==> src/rtl/serial_flow_pkg.sv <==
// serial_flow_pkg: shared state encoding and mode constants for the serial flow ALU.
// Latency: n/a (types and constants only).
// Backpressure: n/a.
package serial_flow_pkg;

  typedef enum logic [1:0] {
    IDLE = 2'd0,
    RUN  = 2'd1,
    DONE = 2'd2
  } state_t;

  localparam logic MODE_ADD = 1'b0;
  localparam logic MODE_SUB = 1'b1;

endpackage

==> src/rtl/serial_flow_lane.sv <==
// serial_flow_lane: one channel's bit-serial full adder / full subtractor slice.
// Latency: 1 cycle from an enabled a/b pair to outp; overflw updates on the last bit.
// Backpressure: none; with en low every flop holds its value.
module serial_flow_lane
  import serial_flow_pkg::*;
(
  input  logic clock,
  input  logic reset,
  input  logic a,
  input  logic b,
  input  logic mode,
  input  logic en,
  input  logic clr,
  input  logic last,
  output logic outp,
  output logic overflw
);

  logic cy;
  logic sum;
  logic cy_nxt;

  // Result bit and next carry (add) or next borrow (sub) for this bit position.
  always_comb begin
    sum = a ^ b ^ cy;
    if (mode == MODE_SUB) begin
      cy_nxt = (~a & b) | (~a & cy) | (b & cy);
    end else begin
      cy_nxt = (a & b) | (a & cy) | (b & cy);
    end
  end

  // Carry/borrow, result bit and final-carry flops; clr comes from a frame start.
  always_ff @(posedge clock or posedge reset) begin
    if (reset) begin
      cy      <= 1'b0;
      outp    <= 1'b0;
      overflw <= 1'b0;
    end else if (clr) begin
      cy      <= 1'b0;
      overflw <= 1'b0;
    end else if (en) begin
      outp <= sum;
      cy   <= cy_nxt;
      if (last) begin
        overflw <= cy_nxt;
      end
    end
  end

endmodule

==> src/rtl/serial_flow_alu.sv <==
// serial_flow_alu: CHANNELS parallel LSB-first bit-serial add/sub lanes over WORD_W-bit frames.
// Latency: 1 cycle from a consumed bit to outp/out_valid; done is the cycle after the last bit.
// Backpressure: none upstream; in_valid low stalls the frame with counter and carries held.
module serial_flow_alu
  import serial_flow_pkg::*;
#(
  parameter int CHANNELS = 2,
  parameter int WORD_W   = 8
) (
  input  logic                clock,
  input  logic                reset,
  input  logic                start,
  input  logic                mode,
  input  logic                abort,
  input  logic                in_valid,
  input  logic [CHANNELS-1:0] line1,
  input  logic [CHANNELS-1:0] line2,
  output logic [CHANNELS-1:0] outp,
  output logic                out_valid,
  output logic [CHANNELS-1:0] overflw,
  output logic                busy,
  output logic                done
);

  localparam int CNT_W = $clog2(WORD_W);
  localparam logic [CNT_W-1:0] LAST_IDX = CNT_W'(WORD_W - 1);

  state_t           state;
  state_t           state_nxt;
  logic [CNT_W-1:0] cnt;
  logic             mode_q;
  logic             clr;
  logic             take;
  logic             last;

  // Abort wins over a bit arriving in the same cycle, so it also suppresses the last bit.
  assign clr  = (state == IDLE) && start;
  assign take = (state == RUN) && in_valid && !abort;
  assign last = take && (cnt == LAST_IDX);

  assign busy = (state == RUN);
  assign done = (state == DONE);

  // State register.
  always_ff @(posedge clock or posedge reset) begin
    if (reset) begin
      state <= IDLE;
    end else begin
      state <= state_nxt;
    end
  end

  // Next-state: start only matters in IDLE, DONE lasts exactly one cycle.
  always_comb begin
    state_nxt = state;
    case (state)
      IDLE:    if (start) state_nxt = RUN;
      RUN: begin
        if (abort) begin
          state_nxt = IDLE;
        end else if (last) begin
          state_nxt = DONE;
        end
      end
      DONE:    state_nxt = IDLE;
      default: state_nxt = IDLE;
    endcase
  end

  // Bit counter, latched mode and out_valid; counter returns to 0 only outside RUN.
  always_ff @(posedge clock or posedge reset) begin
    if (reset) begin
      cnt       <= '0;
      mode_q    <= MODE_ADD;
      out_valid <= 1'b0;
    end else begin
      out_valid <= take;
      if (clr) begin
        cnt    <= '0;
        mode_q <= mode;
      end else if (state != RUN) begin
        cnt <= '0;
      end else if (take && !last) begin
        cnt <= cnt + 1'b1;
      end
    end
  end

  for (genvar c = 0; c < CHANNELS; c++) begin : g_lane
    serial_flow_lane u_lane (
      .clock   (clock),
      .reset   (reset),
      .a       (line1[c]),
      .b       (line2[c]),
      .mode    (mode_q),
      .en      (take),
      .clr     (clr),
      .last    (last),
      .outp    (outp[c]),
      .overflw (overflw[c])
    );
  end

endmodule

==> config.mk <==
export PLATFORM = sky130hd
export DESIGN_NAME = serial_flow_alu
export DESIGN_NICKNAME = d
export VERILOG_FILES = /design/src/rtl/serial_flow_pkg.sv /design/src/rtl/serial_flow_lane.sv /design/src/rtl/serial_flow_alu.sv
export SDC_FILE = /design/constraint.sdc
export NUM_CORES = 1
export LEC_CHECK = 0
export BUFFER_PORTS_ARGS = -buffer_cell sky130_fd_sc_hd__buf_2
export CORE_UTILIZATION = 48
export DETAILED_ROUTE_END_ITERATION = 10
export HOLD_SLACK_MARGIN = 0.12
export PLACE_DENSITY = 0.76
export SETUP_SLACK_MARGIN = 0.4
export SLEW_MARGIN = 10
export SYNTH_ARGS = -nofsm -noshare
export SYNTH_HDL_FRONTEND = slang
export SYNTH_SLANG_ARGS = --single-unit
==> constraint.sdc <==
create_clock -name clock -period 2.1 [get_ports clock]
set_input_delay 0.21 -clock clock [delete_from_list [all_inputs] [get_ports clock]]
set_output_delay 0.21 -clock clock [all_outputs]
set_load 0.01 [all_outputs]
==> impl_metrics.env, run 1 <==
export IMPL_status="finished, final reports clean"
export IMPL_max_slew_margin=0.668
export IMPL_synth_avg_cell_area_um2=10.2
export IMPL_cp_cell_sequence="nand4bb_1, inv_4, nand2_4, nor3_2, a31o_1"
export IMPL_ctsResizeCount=0
export IMPL_dr_wl_met2_um=613
export IMPL_htreeDepth=1
export IMPL_drc=0
export IMPL_vias=541
export IMPL_pwr_density_cell_nw_per_um2=716
export IMPL_finClkSkew_ns=0.000328
export IMPL_max_freq_mhz=652
export IMPL_synth_ff_type="dfrtp_1"
export IMPL_seq_area_frac_synth=0.448
export IMPL_worstPathArrival_ns=1.74
export IMPL_cts_root_buffer="clkbuf_4"
export IMPL_async_flop_share=1.00
export IMPL_wl_um=1270
export IMPL_grt_max_degree=14
export IMPL_fin_setup_tns_ns=0
export IMPL_setup_violations=0
export IMPL_cp_start_kind="flip-flop"
export IMPL_cts_hold_buf=1
export IMPL_maxUsedRoutingLayer="met4"
export IMPL_fp_dieW_um=40.9
export IMPL_avgRoutedWirePerCell_um=12.5
export IMPL_post_route_min_period_ns=1.53
export IMPL_ant_nets=0
export IMPL_power_leakage_nw=0.452
export IMPL_synth_edff_count=0
export IMPL_ios=17
export IMPL_die_area_um2=1670
export IMPL_antenna_found_initial=0
export IMPL_clk_path_buf_depth=2
export IMPL_critPathMaxStageDelay_ns=0.47
export IMPL_netlist_area_um2=726
export IMPL_wl_met1_um=617
export IMPL_tightest_slew_ns=0.498
export IMPL_first_pass_iters=4
export IMPL_post_route_period_util=0.730
export IMPL_placed_cells=97
export IMPL_worst_path_buf_inv=1
export IMPL_cts_tree="yes"
export IMPL_drive_gt1_frac=0.322
export IMPL_dpl_cell_area_um2=787
export IMPL_final_nets=104
export IMPL_cts_sinks=13
export IMPL_first_iter_violations=4
export IMPL_fp_dieH_um=40.9
export IMPL_met3WireLength_um=29
export IMPL_path_max_fanout=10
export IMPL_grt_ovfl_total=0
export IMPL_synth_seq_cells=13
export IMPL_drv_slew=0
export IMPL_area_delta_synth_final_pct=13.4
export IMPL_stdcell_area_um2=823
export IMPL_critical_path_top_delay_family="simple AND/OR/NAND/NOR gates"
export IMPL_start_util=0.538
export IMPL_vias_per_cell=5.30
export IMPL_syn_inst=71
export IMPL_antenna_cells=0
export IMPL_cts_setup_buffers=0
export IMPL_hold_viol=0
export IMPL_critPathCaptureType="flip-flop"
export IMPL_grt_pass1_wl_um=1870
export IMPL_yosysWarnings=0
export IMPL_timing_max_cap_violations=0
export IMPL_grt_pass1_vias=449
export IMPL_critPathSlowestCell="nand4bb_1"
export IMPL_place_gp_congestion=0.760
export IMPL_cts_buffers=3
export IMPL_grt_usage=0.178
export IMPL_port_buffers=16
export IMPL_min_path_type="in2reg"
export IMPL_peakVddDrop_mv=0.370
export IMPL_syn_num_nets=87
export IMPL_synth_cell_type_count=27
export IMPL_path_class="reg2reg"
export IMPL_coreArea_um2=1350
export IMPL_std_cell_rows=13
export IMPL_clk_pin_slew_ns=0.08
export IMPL_cp_required_ns=2.31
export IMPL_rsz0062_at_grt="false"
export IMPL_dpl_hpwl_um=957
export IMPL_insertion_delay_ns=0.27
export IMPL_fin_cells=102
worst reg2reg max path: stages (launching register included):
cell       delay (ns)
dfrtp_1          0.42
nand4bb_1        0.47
inv_4            0.18
nand2_4          0.08
nor3_2           0.20
a31o_1           0.12
metrics by stage:
step	setup WS (ns)	hold WS, ns	power (mW)	util
after floorplan	0.869	0.0870	0.413	-
after global placement	0.638	0.258	0.438	0.583
after detailed placement	0.579	0.254	0.442	0.583
after CTS	0.558	0.137	0.599	0.610
after global routing	0.414	0.139	0.631	0.610
final	0.567	0.150	0.589	0.610
placed cells by master, fill, tap and decap left out, types with 2 or more instances in the layout:
| cell type | synthesis | final |
|---|---|---|
| buf_2 | 0 | 16 |
| clkbuf_4 | 0 | 3 |
| dfrtp_1 | 13 | 13 |
| ha_1 | 6 | 6 |
| inv_1 | 4 | 4 |
| mux2_2 | 2 | 2 |
| nand2_1 | 8 | 8 |
| nand2b_1 | 2 | 2 |
| nand3_1 | 2 | 2 |
| nor2_1 | 3 | 3 |
| nor3_1 | 2 | 2 |
| o21ai_0 | 7 | 7 |
| xor2_1 | 2 | 2 |
registers in the layout (all words and copies together), names as in the netlist:
signal,count
g_lane.u_lane.overflw,2
out_valid,1
state,2
cnt,3
g_lane.u_lane.outp,2
mode_q,1
g_lane.u_lane.cy,2
where the power goes:
group	internal (mW)	switching, mW
clock network	0.0735	0.0780
logic	0.0590	0.0711
registers	0.281	0.0267
per-layer routing:
layer	global-route usage	vias to the layer above
met3	0.0326	2
met4	0.100	0
li1	-	269
met5	0	-
met2	0.270	8
met1	0.237	262
synthesized netlist by cell type (all sizes together), types with 2 or more instances:
cell / n / area share
xor2: 2 / 0.024
nor3: 3 / 0.028
nand2b: 2 / 0.017
ha: 6 / 0.10
mux2: 2 / 0.031
buf: 5 / 0.052
o21ai: 7 / 0.048
nor2: 4 / 0.024
dfrtp: 13 / 0.45
nand3: 2 / 0.014
inv: 6 / 0.034
a31o: 2 / 0.024
nand2: 9 / 0.057
kinds of logic after synthesis:
kind of cell | Yosys count | synth area share
simple gates | 23 | 0.172
compound gates | 13 | 0.121
flops | 13 | 0.448
buf+inv | 11 | 0.0862
fa+ha+maj | 6 | 0.103
mux | 3 | 0.0448
xor+xnor | 2 | 0.0241
final timing paths:
kind | slack, ns | startpoint | depth (start not counted) | to
worst max register to register | 0.57 | state[1]$_DFFE_PP0P_ | 5 | g_lane[1].u_lane.overflw$_DFFE_PP0P_
max in group asynchronous | 1.25 | reset | 3 | cnt[0]$_DFFE_PP0P_
worst min register to register | 0.49 | cnt[0]$_DFFE_PP0P_ | 1 | cnt[0]$_DFFE_PP0P_
worst max-delay path | 0.57 | state[1]$_DFFE_PP0P_ | 5 | g_lane[1].u_lane.overflw$_DFFE_PP0P_
min in group asynchronous | 0.51 | reset | 3 | cnt[2]$_DFFE_PP0P_
worst min-delay path | 0.15 | abort | 2 | state[0]$_DFFE_PP0P_
area by class of cell:
type / instances / area, um2
fill: 127 / 527
inverter: 6 / 25.0
sequential: 13 / 325
tap: 15 / 18.8
clock buffer: 4 / 26.3
timing repair buffer: 17 / 90.1
multi-input combinational: 47 / 338
Note: power is estimated with default switching activity, not from simulation.
==> inputs of run 2 (changes only) <==
==> constraint.sdc (replaced) <==
create_clock -name clock -period 1.53 [get_ports clock]
set_input_delay 0.153 -clock clock [delete_from_list [all_inputs] [get_ports clock]]
set_output_delay 0.153 -clock clock [all_outputs]
set_load 0.01 [all_outputs]
==> run 2 against run 1 <==
Against the previous run:
- sequential power grew 39%
- register-to-register slack lost 0.23 ns
- sequential share of layout area down 5.3 points
- cell count is 7.8% higher
- routed wire length rose by 9.8%
- clock power grew 39%
- critical path depth shrank 2
- flip-flop and latch count stayed put
- non-clock buffer count up 8
- highest routed layer unchanged
==> impl_metrics.env, run 2 (same netlist as run 1, synthesis figures left out) <==
export IMPL_final_nets=112
export IMPL_p_int_uw=607
export IMPL_grt_max_degree=14
export IMPL_insertion_delay_ns=0.27
export IMPL_cp_cell_sequence="buf_4, nor2_4, buf_6"
export IMPL_grt_pass1_vias=474
export IMPL_n_fill_cell=90
export IMPL_cp_start_kind="flip-flop"
export IMPL_grt_pass1_wl_um=2000
export IMPL_vias_per_cell=5.15
export IMPL_port_buffers=16
export IMPL_peakVddDrop_mv=0.722
export IMPL_crit_start="state[1]$_DFFE_PP0P_"
export IMPL_std_cell_rows=13
export IMPL_multi_input_area_um2=399
export IMPL_r2r_cells=4
export IMPL_drive_gt1_frac=0.474
export IMPL_setup_violations=0
export IMPL_post_route_min_period_ns=1.20
export IMPL_htreeDepth=1
export IMPL_ant_nets=0
export IMPL_min_path_type="in2reg"
export IMPL_vias=567
export IMPL_power_frac_seq=0.491
export IMPL_rsz0062_at_grt="true"
export IMPL_post_route_period_util=0.787
export IMPL_wl_um=1400
export IMPL_min_path_cells=3
export IMPL_fin_setup_tns_ns=0
export IMPL_worstPathArrival_ns=1.05
export IMPL_first_pass_iters=4
export IMPL_ff_latch_area_um2=329
export IMPL_first_iter_violations=12
export IMPL_path_class="reg2out"
export IMPL_antenna_cells=0
export IMPL_cts_buffers=3
export IMPL_hold_viol=0
export IMPL_hp_start="start"
export IMPL_drc=0
export IMPL_finClkSkew_ns=0.00172
export IMPL_timing_max_cap_violations=0
export IMPL_clk_path_buf_depth=2
export IMPL_max_freq_mhz=831
export IMPL_antenna_found_initial=0
export IMPL_largest_reg_flops=3
export IMPL_cp_required_ns=1.38
export IMPL_switching_power_uw=267
export IMPL_grt_usage=0.190
export IMPL_mostFrequentLayoutCells="buf_2 (16), dfrtp_1 (10), nand2_1 (7)"
export IMPL_p_sw_frac=0.305
export IMPL_tightest_slew_ns=0.497
export IMPL_pwr_density_cell_nw_per_um2=909
export IMPL_avgRoutedWirePerCell_um=12.7
export IMPL_critical_path_top_delay_family="flip-flops"
export IMPL_final_common_cell="buf_2"
export IMPL_dpl_hpwl_um=918
export IMPL_cts_tree="yes"
export IMPL_grt_ovfl_total=0
export IMPL_area_delta_synth_final_pct=32.4
export IMPL_path_max_fanout=4
export IMPL_ios=17
export IMPL_max_slew_margin=0.669
export IMPL_crit_cells=3
export IMPL_clockPowerShare=0.242
export IMPL_worst_path_buf_inv=2
export IMPL_die_area_um2=1670
export IMPL_comb_power_share=0.267
export IMPL_place_gp_congestion=0.766
export IMPL_cts_root_buffer="clkbuf_4"
export IMPL_cts_sinks=13
export IMPL_critPathMaxStageDelay_ns=0.42
export IMPL_start_util=0.538
export IMPL_critPathSlowestCell="dfrtp_2"
export IMPL_timing_hold_ws_ns=0.166
export IMPL_fp_dieH_um=40.9
export IMPL_clk_pin_slew_ns=0.08
export IMPL_reg2reg_from="state[1]$_DFFE_PP0P_"
export IMPL_top_register="cnt"
export IMPL_critPathCaptureType="output pin"
export IMPL_coreArea_um2=1350
export IMPL_status="finished, final reports clean"
export IMPL_power_leakage_nw=0.490
export IMPL_drv_slew=0
export IMPL_fp_dieW_um=40.9
[run 2: repair_timing]
action / 4_1_cts / 5_1_grt
gates cloned: 0 / 1
setup buffers: 2 / 2
gates resized for setup: 7 / 9
pin swaps: 2 / 5
setup endpoints to repair: 10 / 12
hold buffers: 3 / 0
hold endpoints to repair: 15 / 0
[run 2: power groups by stage]
stage	Sequential (mW)	Combinational, mW	Clock, mW
floorplan	0.421	0.150	0
global placement	0.425	0.178	0
detailed placement	0.428	0.183	0
CTS	0.421	0.205	0.221
global route	0.438	0.260	0.237
finish	0.429	0.233	0.211
[run 2: layout make-up]
type                    count  area share
multi-input cells          47       0.415
flip-flops and latches     13       0.342
repair buffers             25       0.169
clock buffers               4      0.0273
inverters                   6      0.0260
well taps                  15      0.0195
[run 2: per-stage QoR]
step	setup WS [ns]	area, um2	cells	utilization	total power, mW
floorplan	0.396	749	71	-	0.570
global placement	0.312	815	98	0.603	0.602
detailed placement	0.297	815	98	0.603	0.611
CTS	0.312	906	107	0.671	0.847
global route	0.266	961	110	0.712	0.935
finish	0.326	961	110	0.712	0.873
[run 2: worst min-delay path: stages]
cell and delay [ns]:
buf_2 0.08, nand2_2 0.10, o41ai_2 0.07
[run 2: path summary, 6_finish.rpt]
check                                                    end  slack, ns
setup / recovery                                        busy       0.33
max in group asynchronous               state[0]$_DFFE_PP0P_       0.73
min in group asynchronous    g_lane[0].u_lane.cy$_DFFE_PP0P_       0.44
setup reg to reg                          cnt[0]$_DFFE_PP0P_       0.34
hold reg to reg            g_lane[1].u_lane.outp$_DFFE_PP0P_       0.48
hold / removal                          state[0]$_DFFE_PP0P_       0.17
[run 2: layer usage]
layer | global-route usage | vias to the layer above | routed length [um]
met5 | 0 | - | 0
met2 | 0.320 | 17 | 689
li1 | - | 288 | -
met1 | 0.218 | 260 | 635
met3 | 0.0815 | 2 | 62
met4 | 0.0500 | 0 | 9
==> inputs of run 3 (changes only) <==
==> constraint.sdc (replaced) <==
create_clock -name clock -period 1.24 [get_ports clock]
set_input_delay 0.124 -clock clock [delete_from_list [all_inputs] [get_ports clock]]
set_output_delay 0.124 -clock clock [all_outputs]
set_load 0.01 [all_outputs]
==> run 3 against run 2 <==
Against the previous run:
- global-route usage is 2.1 points higher
- largest power group unchanged
- combinational power is 48% higher
- highest routed layer unchanged
- hold slack worse by 0.13 ns
==> impl_metrics.env, run 3 (same netlist as run 1, synthesis figures left out) <==
export IMPL_mostFrequentLayoutCells="buf_2 (13), dfrtp_1 (11), buf_4 (8)"
export IMPL_power_leakage_nw=0.526
export IMPL_reg2reg_from="state[1]$_DFFE_PP0P_"
export IMPL_cts_hold_buf=1
export IMPL_post_route_min_period_ns=1.23
export IMPL_critPathMaxStageDelay_ns=0.40
export IMPL_worst_path_buf_inv=2
export IMPL_final_common_cell="buf_2"
export IMPL_vias_per_cell=5.16
export IMPL_insertion_delay_ns=0.28
export IMPL_place_gp_congestion=0.722
export IMPL_drv_slew=0
export IMPL_largest_reg_flops=3
export IMPL_clk_pin_slew_ns=0.08
export IMPL_final_nets=115
export IMPL_critPathSlowestCell="dfrtp_1"
export IMPL_path_max_fanout=5
export IMPL_rsz0062_at_grt="true"
export IMPL_status="finished, final reports clean"
export IMPL_antenna_found_initial=0
export IMPL_grt_usage=0.211
export IMPL_wl_um=1510
export IMPL_setup_violations=0
export IMPL_critPathCaptureType="flip-flop"
export IMPL_crit_end="g_lane[1].u_lane.cy$_DFFE_PP0P_"
export IMPL_hold_viol=0
export IMPL_htreeDepth=1
export IMPL_rrSetupSlack_ns=0.01
export IMPL_crit_start="state[1]$_DFFE_PP0P_"
export IMPL_dpl_hpwl_um=982
export IMPL_cts_tree="yes"
export IMPL_cts_root_buffer="clkbuf_4"
export IMPL_fp_dieW_um=40.9
export IMPL_critical_path_top_delay_family="flip-flops"
export IMPL_n_fill_cell=91
export IMPL_r2r_end="g_lane[1].u_lane.cy$_DFFE_PP0P_"
export IMPL_grt_pass1_wl_um=2170
export IMPL_tightest_slew_ns=0.305
export IMPL_cts_buffers=3
export IMPL_top_register="cnt"
export IMPL_finClkSkew_ns=0.00483
export IMPL_max_slew_margin=0.796
export IMPL_clk_path_buf_depth=2
export IMPL_first_pass_iters=4
export IMPL_ios=17
export IMPL_max_freq_mhz=814
export IMPL_post_route_period_util=0.991
export IMPL_r2r_cells=4
export IMPL_min_path_type="in2reg"
export IMPL_peakVddDrop_mv=0.679
export IMPL_grt_pass1_vias=521
export IMPL_start_util=0.538
export IMPL_ant_nets=0
export IMPL_crit_cells=4
export IMPL_avgRoutedWirePerCell_um=13.4
export IMPL_drive_gt1_frac=0.561
export IMPL_antenna_cells=0
export IMPL_port_buffers=16
export IMPL_timing_max_cap_violations=0
export IMPL_timing_hold_ws_ns=0.0389
export IMPL_coreArea_um2=1350
export IMPL_std_cell_rows=13
export IMPL_path_class="reg2reg"
export IMPL_cp_required_ns=1.41
export IMPL_vias=583
export IMPL_area_delta_synth_final_pct=43.6
export IMPL_power_mw=1.15
export IMPL_cts_sinks=13
export IMPL_fp_dieH_um=40.9
export IMPL_grt_ovfl_total=0
export IMPL_cp_cell_sequence="nand4bb_4, buf_6, buf_4, a31o_2"
export IMPL_die_area_um2=1670
export IMPL_worstPathArrival_ns=1.40
export IMPL_pwr_density_cell_nw_per_um2=1110
export IMPL_cp_start_kind="flip-flop"
export IMPL_first_iter_violations=9
export IMPL_grt_max_degree=14
export IMPL_drc=0
run 3: how the worst min path moves through the flow:
stage / from / endpoint / slack, ns / depth (start not counted)
2_1_floorplan: reset / cnt[0]$_DFFE_PP0P_ / 0.001 / 1
3_3_place_gp: reset / cnt[0]$_DFFE_PP0P_ / 0.17 / 2
3_5_place_dp: reset / g_lane[1].u_lane.overflw$_DFFE_PP0P_ / 0.17 / 2
4_1_cts: abort / state[0]$_DFFE_PP0P_ / 0.03 / 2
5_1_grt: abort / state[0]$_DFFE_PP0P_ / 0.04 / 2
6_report: abort / state[0]$_DFFE_PP0P_ / 0.04 / 2
run 3: through the flow:
stage	cell area [um2]	TNS, ns	utilization	std cells	worst slack, ns
3_5_place_dp	848	0	0.628	100	0.0190
6_report	1040	0	0.772	113	0.0113
5_1_grt	1040	-0.0804	0.772	113	-0.0323
2_1_floorplan	768	0	-	71	0.108
3_3_place_gp	848	0	0.628	100	0.0354
4_1_cts	985	0	0.729	111	0.0267
run 3: final cells by class:
class                           instances  area (um2)  share of cell area
Multi-Input combinational cell         47         438               0.420
Sequential cell                        13         328               0.315
Clock buffer                            4        26.3              0.0252
Timing Repair Buffer                   28         203               0.194
Tap cell                               15        18.8              0.0180
Inverter                                6        28.8              0.0276
run 3: where the power goes:
part	switching, mW	internal [mW]	total (mW)
clock network	0.145	0.125	0.270
registers	0.0583	0.478	0.537
logic	0.156	0.190	0.346
run 3: per-layer routing:
metal | up-vias | track usage | part of all wire
met3 | 2 | 0.0543 | 0.038
met1 | 274 | 0.253 | 0.44
li1 | 294 | - | -
met2 | 13 | 0.359 | 0.51
met5 | - | 0 | 0
met4 | 0 | 0.0750 | 0.013
run 3: repair_timing:
item                       CTS  global route
hold endpoints to repair    15             2
gates resized for setup     16             8
pin swaps                    7             6
buffers inserted             6             2
setup endpoints to repair   20            33
